### config.mk
export PLATFORM = sky130hd
export DESIGN_NAME = multicycle_control
export DESIGN_NICKNAME = d
export VERILOG_FILES = /design/src/rtl/multicycle_control.sv
export SDC_FILE = /design/constraint.sdc
export NUM_CORES = 1
export LEC_CHECK = 0
export BUFFER_PORTS_ARGS = -buffer_cell sky130_fd_sc_hd__buf_4
export CORE_ASPECT_RATIO = 1.1
export CORE_MARGIN = 1.5
export CORE_UTILIZATION = 28
export CTS_BUF_LIST = sky130_fd_sc_hd__clkbuf_4 sky130_fd_sc_hd__clkbuf_8
export CTS_CLUSTER_DIAMETER = 80
export CTS_CLUSTER_SIZE = 25
export DETAILED_ROUTE_END_ITERATION = 8
export PLACE_DENSITY = 0.51
export SLEW_MARGIN = 20
export SYNTH_ARGS = -nofsm -noshare
export SYNTH_HDL_FRONTEND = slang
export SYNTH_SLANG_ARGS = --single-unit
### constraint.sdc
create_clock -name clk -period 4.8 [get_ports clk]
set_clock_uncertainty 0.05 [all_clocks]
set_input_delay 0.48 -clock clk [delete_from_list [all_inputs] [get_ports clk]]
set_output_delay 0.48 -clock clk [all_outputs]
set_load 0.005 [all_outputs]
### src/rtl/multicycle_control.sv
`default_nettype none
// ============================================================================
// Module   : multicycle_control
// Purpose  : Moore control FSM for the shared-memory multi-cycle MIPS datapath,
//            with memory handshake, illegal-opcode trap and retire counter.
// Revision : 1.0  initial release
// ============================================================================
module multicycle_control #(
    parameter int CNT_W           = 32,
    parameter int MEM_HANDSHAKE   = 1,
    parameter int HALT_ON_ILLEGAL = 0,
    parameter int ENABLE_BNE      = 1
) (
    input  logic             clk,
    input  logic             rst_n,
    input  logic [5:0]       opcode,
    input  logic             mem_ready,
    output logic             PCWrite,
    output logic             PCWriteCond,
    output logic             PCWriteCondNe,
    output logic             IorD,
    output logic             MemRead,
    output logic             MemWrite,
    output logic             IRWrite,
    output logic             MemtoReg,
    output logic             RegDst,
    output logic             RegWrite,
    output logic             ALUSrcA,
    output logic [1:0]       ALUSrcB,
    output logic [1:0]       ALUOp,
    output logic [1:0]       PCSource,
    output logic [3:0]       state,
    output logic             instr_done,
    output logic             illegal_op,
    output logic [CNT_W-1:0] retired_count
);

    localparam logic [3:0] c_S_IDLE    = 4'd0;
    localparam logic [3:0] c_S_FETCH   = 4'd1;
    localparam logic [3:0] c_S_DECODE  = 4'd2;
    localparam logic [3:0] c_S_MEMADR  = 4'd3;
    localparam logic [3:0] c_S_MEMRD   = 4'd4;
    localparam logic [3:0] c_S_MEMWB   = 4'd5;
    localparam logic [3:0] c_S_MEMWR   = 4'd6;
    localparam logic [3:0] c_S_REXEC   = 4'd7;
    localparam logic [3:0] c_S_RWB     = 4'd8;
    localparam logic [3:0] c_S_BEQ     = 4'd9;
    localparam logic [3:0] c_S_BNE     = 4'd10;
    localparam logic [3:0] c_S_JUMP    = 4'd11;
    localparam logic [3:0] c_S_IEXEC   = 4'd12;
    localparam logic [3:0] c_S_IWB     = 4'd13;
    localparam logic [3:0] c_S_ILLEGAL = 4'd14;

    localparam logic [5:0] c_OP_RTYPE = 6'b000000;
    localparam logic [5:0] c_OP_LW    = 6'b100011;
    localparam logic [5:0] c_OP_SW    = 6'b101011;
    localparam logic [5:0] c_OP_BEQ   = 6'b000100;
    localparam logic [5:0] c_OP_BNE   = 6'b000101;
    localparam logic [5:0] c_OP_J     = 6'b000010;
    localparam logic [5:0] c_OP_ADDI  = 6'b001000;
    localparam logic [5:0] c_OP_ANDI  = 6'b001100;

    logic [3:0]       r_state;
    logic [3:0]       w_next;
    logic [5:0]       r_opcode;
    logic [CNT_W-1:0] r_retired;
    logic             w_mem_rdy;

    assign w_mem_rdy     = (MEM_HANDSHAKE != 0) ? mem_ready : 1'b1;
    assign state         = r_state;
    assign retired_count = r_retired;

    always_ff @(posedge clk) begin
        if (!rst_n) begin
            r_state   <= c_S_IDLE;
            r_opcode  <= 6'd0;
            r_retired <= '0;
        end else begin
            r_state <= w_next;
            if (r_state == c_S_DECODE) begin
                r_opcode <= opcode;
            end
            if (instr_done) begin
                r_retired <= r_retired + CNT_W'(1);
            end
        end
    end

    always_comb begin
        w_next = c_S_IDLE;
        case (r_state)
            c_S_IDLE:   w_next = c_S_FETCH;
            c_S_FETCH:  w_next = w_mem_rdy ? c_S_DECODE : c_S_FETCH;
            c_S_DECODE: begin
                case (opcode)
                    c_OP_RTYPE:         w_next = c_S_REXEC;
                    c_OP_LW, c_OP_SW:   w_next = c_S_MEMADR;
                    c_OP_BEQ:           w_next = c_S_BEQ;
                    c_OP_BNE:           w_next = (ENABLE_BNE != 0) ? c_S_BNE : c_S_ILLEGAL;
                    c_OP_J:             w_next = c_S_JUMP;
                    c_OP_ADDI, c_OP_ANDI: w_next = c_S_IEXEC;
                    default:            w_next = c_S_ILLEGAL;
                endcase
            end
            c_S_MEMADR:  w_next = (r_opcode == c_OP_LW) ? c_S_MEMRD : c_S_MEMWR;
            c_S_MEMRD:   w_next = w_mem_rdy ? c_S_MEMWB : c_S_MEMRD;
            c_S_MEMWB:   w_next = c_S_FETCH;
            c_S_MEMWR:   w_next = w_mem_rdy ? c_S_FETCH : c_S_MEMWR;
            c_S_REXEC:   w_next = c_S_RWB;
            c_S_RWB:     w_next = c_S_FETCH;
            c_S_BEQ:     w_next = c_S_FETCH;
            c_S_BNE:     w_next = c_S_FETCH;
            c_S_JUMP:    w_next = c_S_FETCH;
            c_S_IEXEC:   w_next = c_S_IWB;
            c_S_IWB:     w_next = c_S_FETCH;
            c_S_ILLEGAL: w_next = (HALT_ON_ILLEGAL != 0) ? c_S_ILLEGAL : c_S_FETCH;
            default:     w_next = c_S_IDLE;
        endcase
    end

    always_comb begin
        PCWrite       = 1'b0;
        PCWriteCond   = 1'b0;
        PCWriteCondNe = 1'b0;
        IorD          = 1'b0;
        MemRead       = 1'b0;
        MemWrite      = 1'b0;
        IRWrite       = 1'b0;
        MemtoReg      = 1'b0;
        RegDst        = 1'b0;
        RegWrite      = 1'b0;
        ALUSrcA       = 1'b0;
        ALUSrcB       = 2'b00;
        ALUOp         = 2'b00;
        PCSource      = 2'b00;
        instr_done    = 1'b0;
        illegal_op    = 1'b0;
        case (r_state)
            c_S_FETCH: begin
                MemRead = 1'b1;
                ALUSrcB = 2'b01;
                IRWrite = w_mem_rdy;
                PCWrite = w_mem_rdy;
            end
            c_S_DECODE: ALUSrcB = 2'b11;
            c_S_MEMADR: begin
                ALUSrcA = 1'b1;
                ALUSrcB = 2'b10;
            end
            c_S_MEMRD: begin
                MemRead = 1'b1;
                IorD    = 1'b1;
            end
            c_S_MEMWB: begin
                MemtoReg   = 1'b1;
                RegWrite   = 1'b1;
                instr_done = 1'b1;
            end
            c_S_MEMWR: begin
                MemWrite   = 1'b1;
                IorD       = 1'b1;
                instr_done = w_mem_rdy;
            end
            c_S_REXEC: begin
                ALUSrcA = 1'b1;
                ALUOp   = 2'b10;
            end
            c_S_RWB: begin
                RegDst     = 1'b1;
                RegWrite   = 1'b1;
                instr_done = 1'b1;
            end
            c_S_BEQ: begin
                ALUSrcA     = 1'b1;
                ALUOp       = 2'b01;
                PCWriteCond = 1'b1;
                PCSource    = 2'b01;
                instr_done  = 1'b1;
            end
            c_S_BNE: begin
                ALUSrcA       = 1'b1;
                ALUOp         = 2'b01;
                PCWriteCondNe = 1'b1;
                PCSource      = 2'b01;
                instr_done    = 1'b1;
            end
            c_S_JUMP: begin
                PCWrite    = 1'b1;
                PCSource   = 2'b10;
                instr_done = 1'b1;
            end
            c_S_IEXEC: begin
                ALUSrcA = 1'b1;
                ALUSrcB = 2'b10;
                ALUOp   = (r_opcode == c_OP_ANDI) ? 2'b11 : 2'b00;
            end
            c_S_IWB: begin
                RegWrite   = 1'b1;
                instr_done = 1'b1;
            end
            c_S_ILLEGAL: illegal_op = 1'b1;
            default: ;
        endcase
    end

endmodule
`default_nettype wire
* Word level (Yosys, flattened, before mapping)
Cells that the tools add are included.
Word-level totals: register bits after elaboration 42, bits of input ports 9, output and inout bits 55, logic and storage cells 62
Operators by class: $add $sub $neg 1, eq/ne operators 23, multiplexer cells 23, reductions and logical operators 12
Operators with widths (number):
- $add 32x1->32 const B | 1
- $pmux 4 s8 | 1
- $eq 4x4->1 const B | 7
- $pmux 4 s6 | 1
- $eq 6x4->1 const B | 3
- $eq 6x6->1 const B | 3
- $eq 4x3->1 const B | 4
- $eq 6x3->1 const B | 2
- $mux 1 | 12
- $pmux 2 s3 | 2
- $reduce_or 2->1 | 6
- $eq 4x2->1 const B | 2
- $reduce_or 8->1 | 1
- $eq 6x2->1 const B | 1
- $logic_not 6->1 | 1
- $mux 2 | 3
- $reduce_or 6->1 | 1
- $reduce_or 5->1 | 1
- $eq 4x1->1 const B | 1
- $logic_not 4->1 | 1
- $pmux 1 s2 | 2
- $pmux 2 s2 | 1
- $mux 3 | 1
- $reduce_or 3->1 | 1

* Logic depth before layout (Yosys ltp)
Gate-level depths: netlist of the first run.
depth after elaboration 4, gate-level depth with buffers 7

* Least setup slack after synthesis of the first run
No wires, ideal clock.
path type register to output, start point register r_state[1] (netlist: state[1]), end point output port ALUOp[1], data arrival time 1.306 ns, setup slack 2.964 ns, stages on the path, launching flop included 4, buffers on the path 1, cells stage by stage dfxtp_1 > buf_2 > or4b_2 > a21oi_1
On the way: cells in the longest elaborated chain, start to end 3, elaborated cells on any way between the ends 6, classes of those cells eq/ne: 4; mux: 1; reduce/logical: 1
RTL lines:
- start, declared | RTL line 63 | logic [3:0] r_state;
- start signal, assigned | RTL line 75 | r_state <= c_S_IDLE;
- start signal, assigned | RTL line 79 | r_state <= w_next;
- $eq 4x4->1 | RTL line 138 | case (r_state)
- $reduce_or 2->1 (no line)
- $pmux 2 s3 * | RTL line 138
- end, declared | RTL line 30 | output logic [1:0] ALUOp,
Mark *: on every way between the ends. The rest lies on a longest branch, timed or not.

* Worst setup path after layout of the first run
start point register r_state[1] (netlist: state[1]), end point output port instr_done
On the way: cells in the longest elaborated chain, start to end 3, elaborated cells on any way between the ends 9, classes of those cells eq/ne: 7; mux: 1; reduce/logical: 1
RTL lines:
- $eq 4x4->1 or $eq 4x3->1 (tied branches) | RTL line 138
- $reduce_or 6->1 (no line)
- $pmux 1 s2 * | RTL line 138
- end, declared | RTL line 33 | output logic instr_done,
Marked as above.

==> reports/qor.txt, run 1 <==
largest net degree at the start of global routing -> 50
RSZ-0062 raised after global routing -> no
# Post-CTS Setup Buffers -> 0
P_sw -> 0.0002525 W
Clock Tree Buf Depth -> 2
Total GRT Usage -> 14.35%
global-route wire length before repair -> 10990 µm
Inst Count DP -> 471
max incr delay on CP -> 0.75 ns
Buf/Inv on CP -> 2
max-cap viol count -> 0
arrival time worst endpoint -> 2.19 ns
Root Buffer -> clkbuf_8
later-pin clock latency in the skew report -> 0.30 ns
Critical Path Fanout Max -> 49
Slew HR -> 45.92%
FP Rows -> 36
internal power -> 0.0005581 W
Switching Share -> 31.15%
Cell Area, Synth -> 2510 µm²
vias in the first global route -> 2218
Post-synth top flop -> dfxtp_1
Core Util, Final -> 35.24%
Layout Area Growth over Synthesis -> 23.33%
ant diodes -> 0
Distinct cells, synth -> 45
min cycle time layout -> 2.725 ns
commonest non-fill, non-tap cell in the layout -> buf_4
CP required -> 4.27 ns
initial antenna violation count -> 0
number of clock sinks -> 42
post-cts sizing count -> 0
most area-consuming cells after synthesis -> dfxtp_1 (33%), mux2i_1 (6.4%), a21oi_1 (6.2%), nand2_1 (6.0%), nand2b_1 (4.7%)
period utilization -> 56.77%
Leak -> 1.105 nW
register area share after synthesis -> 33.50%
Setup CP Type -> reg2out
Die Span X -> 93.27 µm
Max Freq -> 367.0 MHz
Final nets -> 374
WHS -> 0.4236 ns
Seq cells post-synth -> 42
initial core utilization -> 28.58%
First-pass DRT Iterations -> 4
synthesized net count -> 328
Routed wire per std cell -> 14.20 µm
die extent in y -> 102.3 µm
Max Transition Viols Final -> 0
Post-synth EDFFs -> 0
Post-route DRC -> 0
final setup vio count -> 0
Final ANT Viol Nets -> 0
CP max stage cell -> dfxtp_1
io pins -> 64
Final TNS setup -> 0 ns
outcome -> complete, no violations
vias per cell -> 5.211
core footprint -> 8783 µm²
hold_buf cts -> 0
crit end category -> output pin
drt total wl -> 6804 µm
layout cell share with drive strength beyond 1 -> 21.10%
grt total ovfl -> 0
Port-buffer cells -> 63
Combinational Power Share -> 21.2%
final hold violations -> 0
cell taking the most area after synthesis -> dfxtp_1
Num CTS Buffers -> 5
Clk pin slew, worst setup/hold paths -> 0.08 ns
CP startpoint kind -> register
via count -> 2496
DP HPWL -> 4698 µm
Post-Synthesis Cells -> 318
H-tree Lvls -> 2
yosys warns -> 0
syn_area_per_cell -> 7.893 µm²
power per cell area -> 261.9 nW/µm²
peak supply drop -> 101.0 µV
TritonCTS clock tree -> done
CP top delay family -> flip-flops
critical path, cell by cell -> nand2b_4 -> a31o_4 -> inv_1 -> buf_4
Final GP Congestion -> 0.8476
worst min path class -> in2reg
Starting DRT DRC Count -> 130
non-filler cells, final -> 479
ys async rst share -> 0%
worst-margin pin slew -> 0.8104 ns
# fillers -> 926
Synth top area share -> 33.50%
Clk pwr share -> 30.4%
Reg power frac -> 48.4%
full die area -> 9542 µm²
most frequent cells in the layout -> buf_4 (63), dfxtp_1 (42), nand2_1 (40)
cell usage after synthesis (2+ instances only):
| cell | number |
|---|---|
| and2_1 | 3 |
| nand3_1 | 10 |
| buf_1 | 2 |
| buf_6 | 4 |
| nand4_1 | 8 |
| o21ai_0 | 12 |
| nor3_1 | 4 |
| o311ai_0 | 2 |
| buf_2 | 4 |
| a21oi_1 | 31 |
| nor4_1 | 8 |
| inv_1 | 6 |
| mux2i_1 | 16 |
| a211oi_1 | 3 |
| a31oi_1 | 4 |
| clkbuf_1 | 14 |
| and4_1 | 4 |
| nor2b_1 | 5 |
| o41ai_1 | 2 |
| dfxtp_1 | 42 |
| nor2_1 | 17 |
| or4_1 | 12 |
| nand2b_1 | 19 |
| or3_1 | 5 |
| o31ai_1 | 13 |
| and3_1 | 6 |
| nand2_1 | 40 |
| nor4b_1 | 5 |
registers in the layout, indices dropped and copies added (netlist names):
register	flops
retired_count	32
r_opcode	6
state	4
worst reg2reg max path, cell delays in order, from the launching register on:
cell	delay, ns
dfxtp_1	0.75
nand4bb_1	0.19
a31o_4	0.41
nor4b_1	0.54
mux2i_1	0.22
cell families (layout without fill, tap and decap cells):
family          Yosys count  after routing  synth area share [%]
buf+inv                  30             77                 5.882
simple gates            153            153                 34.45
mux                      16             16                 6.381
compound gates           75             75                 18.94
xor+xnor                  1              1                0.3490
fa+ha+maj                 1              1                0.4984
flops                    42             42                 33.50
power groups by stage:
stage	Clock [W]	Combinational (W)	Sequential (W)
finish	0.000246	0.000172	0.000393
global placement	0	0.000172	0.000400
global route	0.000271	0.000192	0.000398
CTS	0.000256	0.000173	0.000393
floorplan	0	0.000138	0.000378
detailed placement	0	0.000172	0.000401
cell type report:
cell class	instances	area (µm²)	share of cell area [%]
Inverter	6	22.52	0.7276
Clock inverter	1	5.005	0.1617
Timing Repair Buffer	63	473.0	15.28
Multi-Input combinational cell	246	1521	49.15
Clock buffer	7	90.09	2.910
Tap cell	114	142.6	4.608
Sequential cell	42	840.8	27.16
stage by stage:
step	worst slack (ns)	area (µm²)	power, W
detailed placement	2.428	3000	0.0005725
finish	2.075	3095	0.0008106
CTS	2.087	3095	0.0008210
global route	1.902	3095	0.0008605
floorplan	2.964	2510	0.0005156
global placement	2.487	3000	0.0005715
final timing paths:
kind,start,to,slack (ns),cells after the start
worst max-delay path,state[1]$_SDFF_PN0_,instr_done,2.08,4
worst min-delay path,opcode[1],r_opcode[1]$_SDFFE_PN0P_,0.42,3
worst max register to register,state[1]$_SDFF_PN0_,retired_count[17]$_SDFFE_PN0P_,2.57,4
worst min register to register,retired_count[31]$_SDFFE_PN0P_,retired_count[31]$_SDFFE_PN0P_,0.43,2
layer usage:
layer,vias to the layer above,track usage (%),share of wire [%]
met2,61,22.85,47
met5,-,0,0
met4,0,4.545,1.4
met1,1160,19.72,47
li1,1268,-,-
met3,7,2.455,4.4
No activity file was read; power rests on OpenSTA's default activity.
==> inputs of run 2 (changes only) <==
--- a/config.mk
+++ b/config.mk
@@ -13,7 +13,7 @@
 export CTS_CLUSTER_DIAMETER = 80
 export CTS_CLUSTER_SIZE = 25
 export DETAILED_ROUTE_END_ITERATION = 8
-export PLACE_DENSITY = 0.51
+export PLACE_DENSITY = 0.52
 export SLEW_MARGIN = 20
 export SYNTH_ARGS = -nofsm -noshare
 export SYNTH_HDL_FRONTEND = slang
==> constraint.sdc (replaced) <==
create_clock -name clk -period 2.5 [get_ports clk]
set_clock_uncertainty 0.05 [all_clocks]
set_input_delay 0.25 -clock clk [delete_from_list [all_inputs] [get_ports clk]]
set_output_delay 0.25 -clock clk [all_outputs]
set_load 0.005 [all_outputs]
==> reports/qor.txt, run 2 (synthesized netlist as in run 1, its figures left out) <==
Port-buffer cells -> 63 (unchanged)
number of clock sinks -> 42 (unchanged)
Largest register FFs -> 32 (unchanged)
initial core utilization -> 28.58% (unchanged)
Setup CP Type -> reg2out (unchanged)
Clock Tree Buf Depth -> 2 (unchanged)
die extent in y -> 102.3 µm (unchanged)
CP required -> 2.20 ns (was 4.27 ns)
Reg2Reg Depth -> 4 (unchanged)
Final TNS setup -> 0 ns (unchanged)
Max Freq -> 443.1 MHz
worst min path class -> in2reg (unchanged)
crit end category -> output pin (unchanged)
Slew HR -> 47.09% (was 45.92%)
CP endpoint -> ALUOp[1] (was instr_done)
Critical Path Fanout Max -> 11 (was 49)
Total GRT Usage -> 14.48% (was 14.35%)
global-route wire length before repair -> 11290 µm (was 10990 µm)
ant diodes -> 0 (unchanged)
full die area -> 9542 µm² (unchanged)
slack of the worst reg-to-reg path -> 0.50 ns (was 2.57 ns)
final setup vio count -> 0 (unchanged)
largest net degree at the start of global routing -> 50 (unchanged)
Num CTS Buffers -> 5 (unchanged)
DP HPWL -> 4731 µm (was 4698 µm)
outcome -> complete, no violations (unchanged)
TritonCTS clock tree -> done (unchanged)
Final nets -> 382 (was 374)
period utilization -> 90.28%
drt total wl -> 6785 µm (was 6804 µm)
worst-margin pin slew -> 0.7928 ns (was 0.8104 ns)
core footprint -> 8783 µm² (unchanged)
arrival time worst endpoint -> 1.96 ns (was 2.19 ns)
io pins -> 64 (unchanged)
area occupied by multi-input gates -> 1521 µm² (unchanged)
Starting DRT DRC Count -> 103 (was 130)
H-tree Lvls -> 2 (unchanged)
later-pin clock latency in the skew report -> 0.29 ns (was 0.30 ns)
Core Util, Final -> 35.93% (was 35.24%)
First-pass DRT Iterations -> 4 (unchanged)
peak supply drop -> 203.5 µV (was 101.0 µV)
via count -> 2491 (was 2496)
post-cts sizing count -> 0 (unchanged)
FP Rows -> 36 (unchanged)
most frequent cells in the layout -> buf_4 (71), dfxtp_1 (42), nand2_1 (40) (was buf_4 (63), dfxtp_1 (42), nand2_1 (40))
grt total ovfl -> 0 (unchanged)
Final ANT Viol Nets -> 0 (unchanged)
# fillers -> 941 (was 926)
Leak -> 1.147 nW (was 1.105 nW)
Clk pin slew, worst setup/hold paths -> 0.08 ns (about the same)
initial antenna violation count -> 0 (unchanged)
CP Launch Point -> state[3]$_SDFF_PN0_ (was state[1]$_SDFF_PN0_)
vias per cell -> 5.115 (was 5.211)
Post-route DRC -> 0 (unchanged)
layout cell share with drive strength beyond 1 -> 22.79% (was 21.10%)
Max Transition Viols Final -> 0 (unchanged)
max-cap viol count -> 0 (unchanged)
total power -> 0.001572 W (was 0.0008106 W)
# Post-CTS Setup Buffers -> 0 (unchanged)
Layout Area Growth over Synthesis -> 25.72% (was 23.33%)
Routed wire per std cell -> 13.93 µm (was 14.20 µm)
WHS -> 0.1959 ns (was 0.4236 ns)
commonest non-fill, non-tap cell in the layout -> buf_4 (unchanged)
hold_buf cts -> 0 (unchanged)
Register Area -> 840.8 µm² (unchanged)
final hold violations -> 0 (unchanged)
Root Buffer -> clkbuf_8 (unchanged)
worst r2r dst -> retired_count[22]$_SDFFE_PN0P_ (was retired_count[17]$_SDFFE_PN0P_)
power per cell area -> 498.1 nW/µm² (was 261.9 nW/µm²)
FF-to-FF Start -> retired_count[11]$_SDFFE_PN0P_ (was state[1]$_SDFF_PN0_)
min cycle time layout -> 2.257 ns
CP startpoint kind -> register (unchanged)
Die Span X -> 93.27 µm (unchanged)
Final GP Congestion -> 0.7975 (was 0.8476)
RSZ-0062 raised after global routing -> no (unchanged)
vias in the first global route -> 2345 (was 2218)
run 2: cell count changes in the layout (fill, tap and decap cells not counted):
cell | previous run | this run
buf_4 | 63 | 71
run 2: worst max-delay path: stages (launching register included):
cell and delay [ns]:
dfxtp_1 0.52, buf_4 0.23, or4b_2 0.59, a21oi_1 0.19
buf_4 0.14
run 2: worst min-delay path by stage:
stage / startpoint / to / slack (ns) / cells after the start
2_1_floorplan: opcode[1] / r_opcode[1]$_SDFFE_PN0P_ / 0.34 / 2
3_3_place_gp: retired_count[25]$_SDFFE_PN0P_ / retired_count[25]$_SDFFE_PN0P_ / 0.41 / 2
3_5_place_dp: r_opcode[1]$_SDFFE_PN0P_ / r_opcode[1]$_SDFFE_PN0P_ / 0.42 / 2
4_1_cts: opcode[1] / r_opcode[1]$_SDFFE_PN0P_ / 0.19 / 3
5_1_grt: opcode[1] / r_opcode[1]$_SDFFE_PN0P_ / 0.18 / 3
6_report: opcode[1] / r_opcode[1]$_SDFFE_PN0P_ / 0.20 / 3
run 2: routing by layer:
metal  global-route usage, %  vias to the layer above  share of wire (%)
met5                       0                        -                  0
met4                   4.196                        0               0.81
met3                   1.860                        5                3.5
met2                   23.97                       58                 46
met1                   19.68                     1141                 49
li1                        -                     1287                  -
run 2: final cells by class:
type	count	share of cell area, %
Sequential cell	42	26.65
Tap cell	114	4.520
Inverter	6	0.7137
Clock buffer	7	2.855
Clock inverter	1	0.1586
Multi-Input combinational cell	246	48.22
Timing Repair Buffer	71	16.89
run 2: per-stage QoR:
| stage | area, µm² | cells | worst slack, ns |
|---|---|---|---|
| global placement | 3060 | 479 | 0.5706 |
| floorplan | 2510 | 318 | 0.7429 |
| finish | 3156 | 487 | 0.2430 |
| global route | 3156 | 487 | 0.06389 |
| detailed placement | 3060 | 479 | 0.5206 |
| CTS | 3156 | 487 | 0.2128 |
run 2: power by group:
part / switching (W) / internal [W]
clock: 0.000237 / 0.000234
combinational: 0.000209 / 0.000162
sequential: 0.0000394 / 0.000690
==> inputs of run 3 (changes only) <==
--- a/config.mk
+++ b/config.mk
@@ -5,6 +5,7 @@
 export SDC_FILE = /design/constraint.sdc
 export NUM_CORES = 1
 export LEC_CHECK = 0
+export ABC_AREA = 1
 export BUFFER_PORTS_ARGS = -buffer_cell sky130_fd_sc_hd__buf_4
 export CORE_ASPECT_RATIO = 1.1
 export CORE_MARGIN = 1.5
@@ -13,7 +14,7 @@
 export CTS_CLUSTER_DIAMETER = 80
 export CTS_CLUSTER_SIZE = 25
 export DETAILED_ROUTE_END_ITERATION = 8
-export PLACE_DENSITY = 0.52
+export PLACE_DENSITY = 0.5
 export SLEW_MARGIN = 20
 export SYNTH_ARGS = -nofsm -noshare
 export SYNTH_HDL_FRONTEND = slang
==> constraint.sdc (replaced) <==
create_clock -name clk -period 2.3 [get_ports clk]
set_clock_uncertainty 0.05 [all_clocks]
set_input_delay 0.23 -clock clk [delete_from_list [all_inputs] [get_ports clk]]
set_output_delay 0.23 -clock clk [all_outputs]
set_load 0.005 [all_outputs]
==> reports/qor.txt, run 3 <==
Setup CP Type -> reg2out (unchanged)
First-pass DRT Iterations -> 4 (unchanged)
ant diodes -> 0 (unchanged)
full die area -> 9814 µm² (was 9542 µm²)
Largest register FFs -> 32 (unchanged)
power per cell area -> 635.3 nW/µm² (was 498.1 nW/µm²)
global-route wire length before repair -> 12270 µm (was 11290 µm)
Post-synth EDFFs -> 0 (unchanged)
hold_buf cts -> 0 (unchanged)
post-cts sizing count -> 0 (unchanged)
largest net degree at the start of global routing -> 32 (was 50)
arrival time worst endpoint -> 1.71 ns (was 1.96 ns)
initial antenna violation count -> 0 (unchanged)
Distinct cells, synth -> 28 (was 45)
dpl ws -> 0.4962 ns (was 0.5206 ns)
DR WL met3 -> 394 µm (was 239 µm)
yosys warns -> 0 (unchanged)
crit end category -> output pin (unchanged)
RSZ-0062 raised after global routing -> no (unchanged)
final hold violations -> 0 (unchanged)
worst min path class -> in2reg (unchanged)
worst-margin pin slew -> 0.5942 ns (was 0.7928 ns)
DP HPWL -> 5700 µm (was 4731 µm)
grt total ovfl -> 0 (unchanged)
FP Rows -> 36 (unchanged)
Max Transition Viols Final -> 0 (unchanged)
commonest non-fill, non-tap cell in the layout -> nand2_1 (was buf_4)
WHS -> 0.1372 ns (was 0.1959 ns)
Critical Path Fanout Max -> 12 (was 11)
Max Freq -> 503.4 MHz
Leak -> 1.430 nW (was 1.147 nW)
Port-buffer cells -> 63 (unchanged)
Slew HR -> 60.34% (was 47.09%)
syn_area_per_cell -> 6.023 µm² (was 7.893 µm²)
Final GP Congestion -> 0.8436 (was 0.7975)
Post-synth top flop -> dfxtp_1 (unchanged)
Die Span X -> 94.59 µm (was 93.27 µm)
cell taking the most area after synthesis -> dfxtp_1 (unchanged)
most area-consuming cells after synthesis -> dfxtp_1 (33%), nand2_1 (18%), nor2_1 (13%), inv_1 (7.4%), a21oi_1 (4.5%) (was dfxtp_1 (33%), mux2i_1 (6.4%), a21oi_1 (6.2%), nand2_1 (6.0%), nand2b_1 (4.7%))
Inst Count DP -> 599 (was 479)
die extent in y -> 103.8 µm (was 102.3 µm)
Synth top area share -> 32.54% (was 33.50%)
period utilization -> 86.37%
wl on met1 -> 3439 µm (was 3337 µm)
synthesized net count -> 439 (was 328)
Seq cells post-synth -> 42 (unchanged)
Total GRT Usage -> 15.57% (was 14.48%)
Final TNS setup -> 0 ns (unchanged)
Routed wire per std cell -> 12.38 µm (was 13.93 µm)
Clock Tree Buf Depth -> 2 (unchanged)
non-filler cells, final -> 606 (was 487)
Layout Area Growth over Synthesis -> 25.23% (was 25.72%)
Post-Synthesis Cells -> 429 (was 318)
Cell Area, Synth -> 2584 µm² (was 2510 µm²)
TritonCTS clock tree -> done (unchanged)
ys async rst share -> 0% (unchanged)
io pins -> 64 (unchanged)
outcome -> complete, no violations (unchanged)
register area share after synthesis -> 32.54% (was 33.50%)
CP startpoint kind -> register (unchanged)
# Post-CTS Setup Buffers -> 0 (unchanged)
Clk pin slew, worst setup/hold paths -> 0.08 ns (about the same)
final worst setup slack -> 0.3135 ns (was 0.2430 ns)
initial core utilization -> 28.97% (was 28.58%)
drt total wl -> 7503 µm (was 6785 µm)
Root Buffer -> clkbuf_8 (unchanged)
Starting DRT DRC Count -> 133 (was 103)
final setup vio count -> 0 (unchanged)
core footprint -> 8919 µm² (was 8783 µm²)
peak supply drop -> 322.4 µV (was 203.5 µV)
CP required -> 2.02 ns (was 2.20 ns)
max-cap viol count -> 0 (unchanged)
Num CTS Buffers -> 5 (unchanged)
number of clock sinks -> 42 (unchanged)
vias per cell -> 4.566 (was 5.115)
min cycle time layout -> 1.987 ns
vias in the first global route -> 2571 (was 2345)
layout cell share with drive strength beyond 1 -> 17.89% (was 22.79%)
H-tree Lvls -> 2 (unchanged)
WL met2 -> 3601 µm (was 3153 µm)
via count -> 2767 (was 2491)
Commonest cells post-synth -> nand2_1 (127), nor2_1 (92), inv_1 (51) (was dfxtp_1 (42), nand2_1 (40), a21oi_1 (31))
cell with the most instances after synthesis -> nand2_1 (was dfxtp_1)
highest routed layer -> met4 (unchanged)
most frequent cells in the layout -> nand2_1 (127), nor2_1 (92), buf_4 (65) (was buf_4 (71), dfxtp_1 (42), nand2_1 (40))
Post-route DRC -> 0 (unchanged)
later-pin clock latency in the skew report -> 0.29 ns (about the same)
Final ANT Viol Nets -> 0 (unchanged)
Final nets -> 502 (was 382)
-- run 3: report_power, final --
part	internal [W]	switching (W)	leakage [nW]
logic	0.000272	0.000421	1.05
registers	0.000793	0.0000872	0.339
clock network	0.000233	0.000249	0.0452
-- run 3: layer usage --
metal,vias to the layer above,global-route usage (%)
met5,-,0
met4,0,3.945
met3,6,3.598
met2,74,26.36
met1,1213,19.61
li1,1474,-
-- run 3: worst max-delay path, stage by stage (launching register included) --
cell	delay (ns)
dfxtp_1	0.50
inv_1	0.09
nand2_2	0.16
nor2_1	0.08
buf_4	0.17
inv_1	0.19
nand2_1	0.09
buf_4	0.14
-- run 3: cells by family after synthesis --
| family | after synthesis | share of synthesized area (%) |
|---|---|---|
| XOR/XNOR | 5 | 1.695 |
| flip-flops | 42 | 32.54 |
| AO/OA/AOI/OAI | 51 | 10.41 |
| adder cells (fa/ha/maj) | 1 | 0.4842 |
| buffers and inverters | 62 | 10.12 |
| AND/OR/NAND/NOR | 268 | 44.75 |
-- run 3: area by class of cell --
type,instances,area (µm²)
clock buffers,7,83.83
repair buffers,65,488.0
multi-input cells,325,1481
inverters,53,198.9
fillers,1001,5683
flip-flops and latches,42,840.8
well taps,114,142.6
-- run 3: final timing paths --
kind         slack [ns]                     startpoint  cells after the start                        endpoint
max                0.31            state[0]$_SDFF_PN0_                      7                      ALUSrcB[0]
min                0.14                      opcode[4]                      3        r_opcode[4]$_SDFFE_PN0P_
max reg2reg        0.48  retired_count[0]$_SDFFE_PN0P_                     10  retired_count[28]$_SDFFE_PN0P_
min reg2reg        0.44       r_opcode[5]$_SDFFE_PN0P_                      2        r_opcode[5]$_SDFFE_PN0P_
-- run 3: stage by stage --
step / utilization [%] / power, W / area, µm²
after floorplan: - / 0.001348 / 2584
after global placement: 35.34 / 0.001598 / 3152
final: 36.28 / 0.002055 / 3236
after detailed placement: 35.34 / 0.001591 / 3152
after CTS: 36.28 / 0.002084 / 3236
after global routing: 36.28 / 0.002205 / 3236
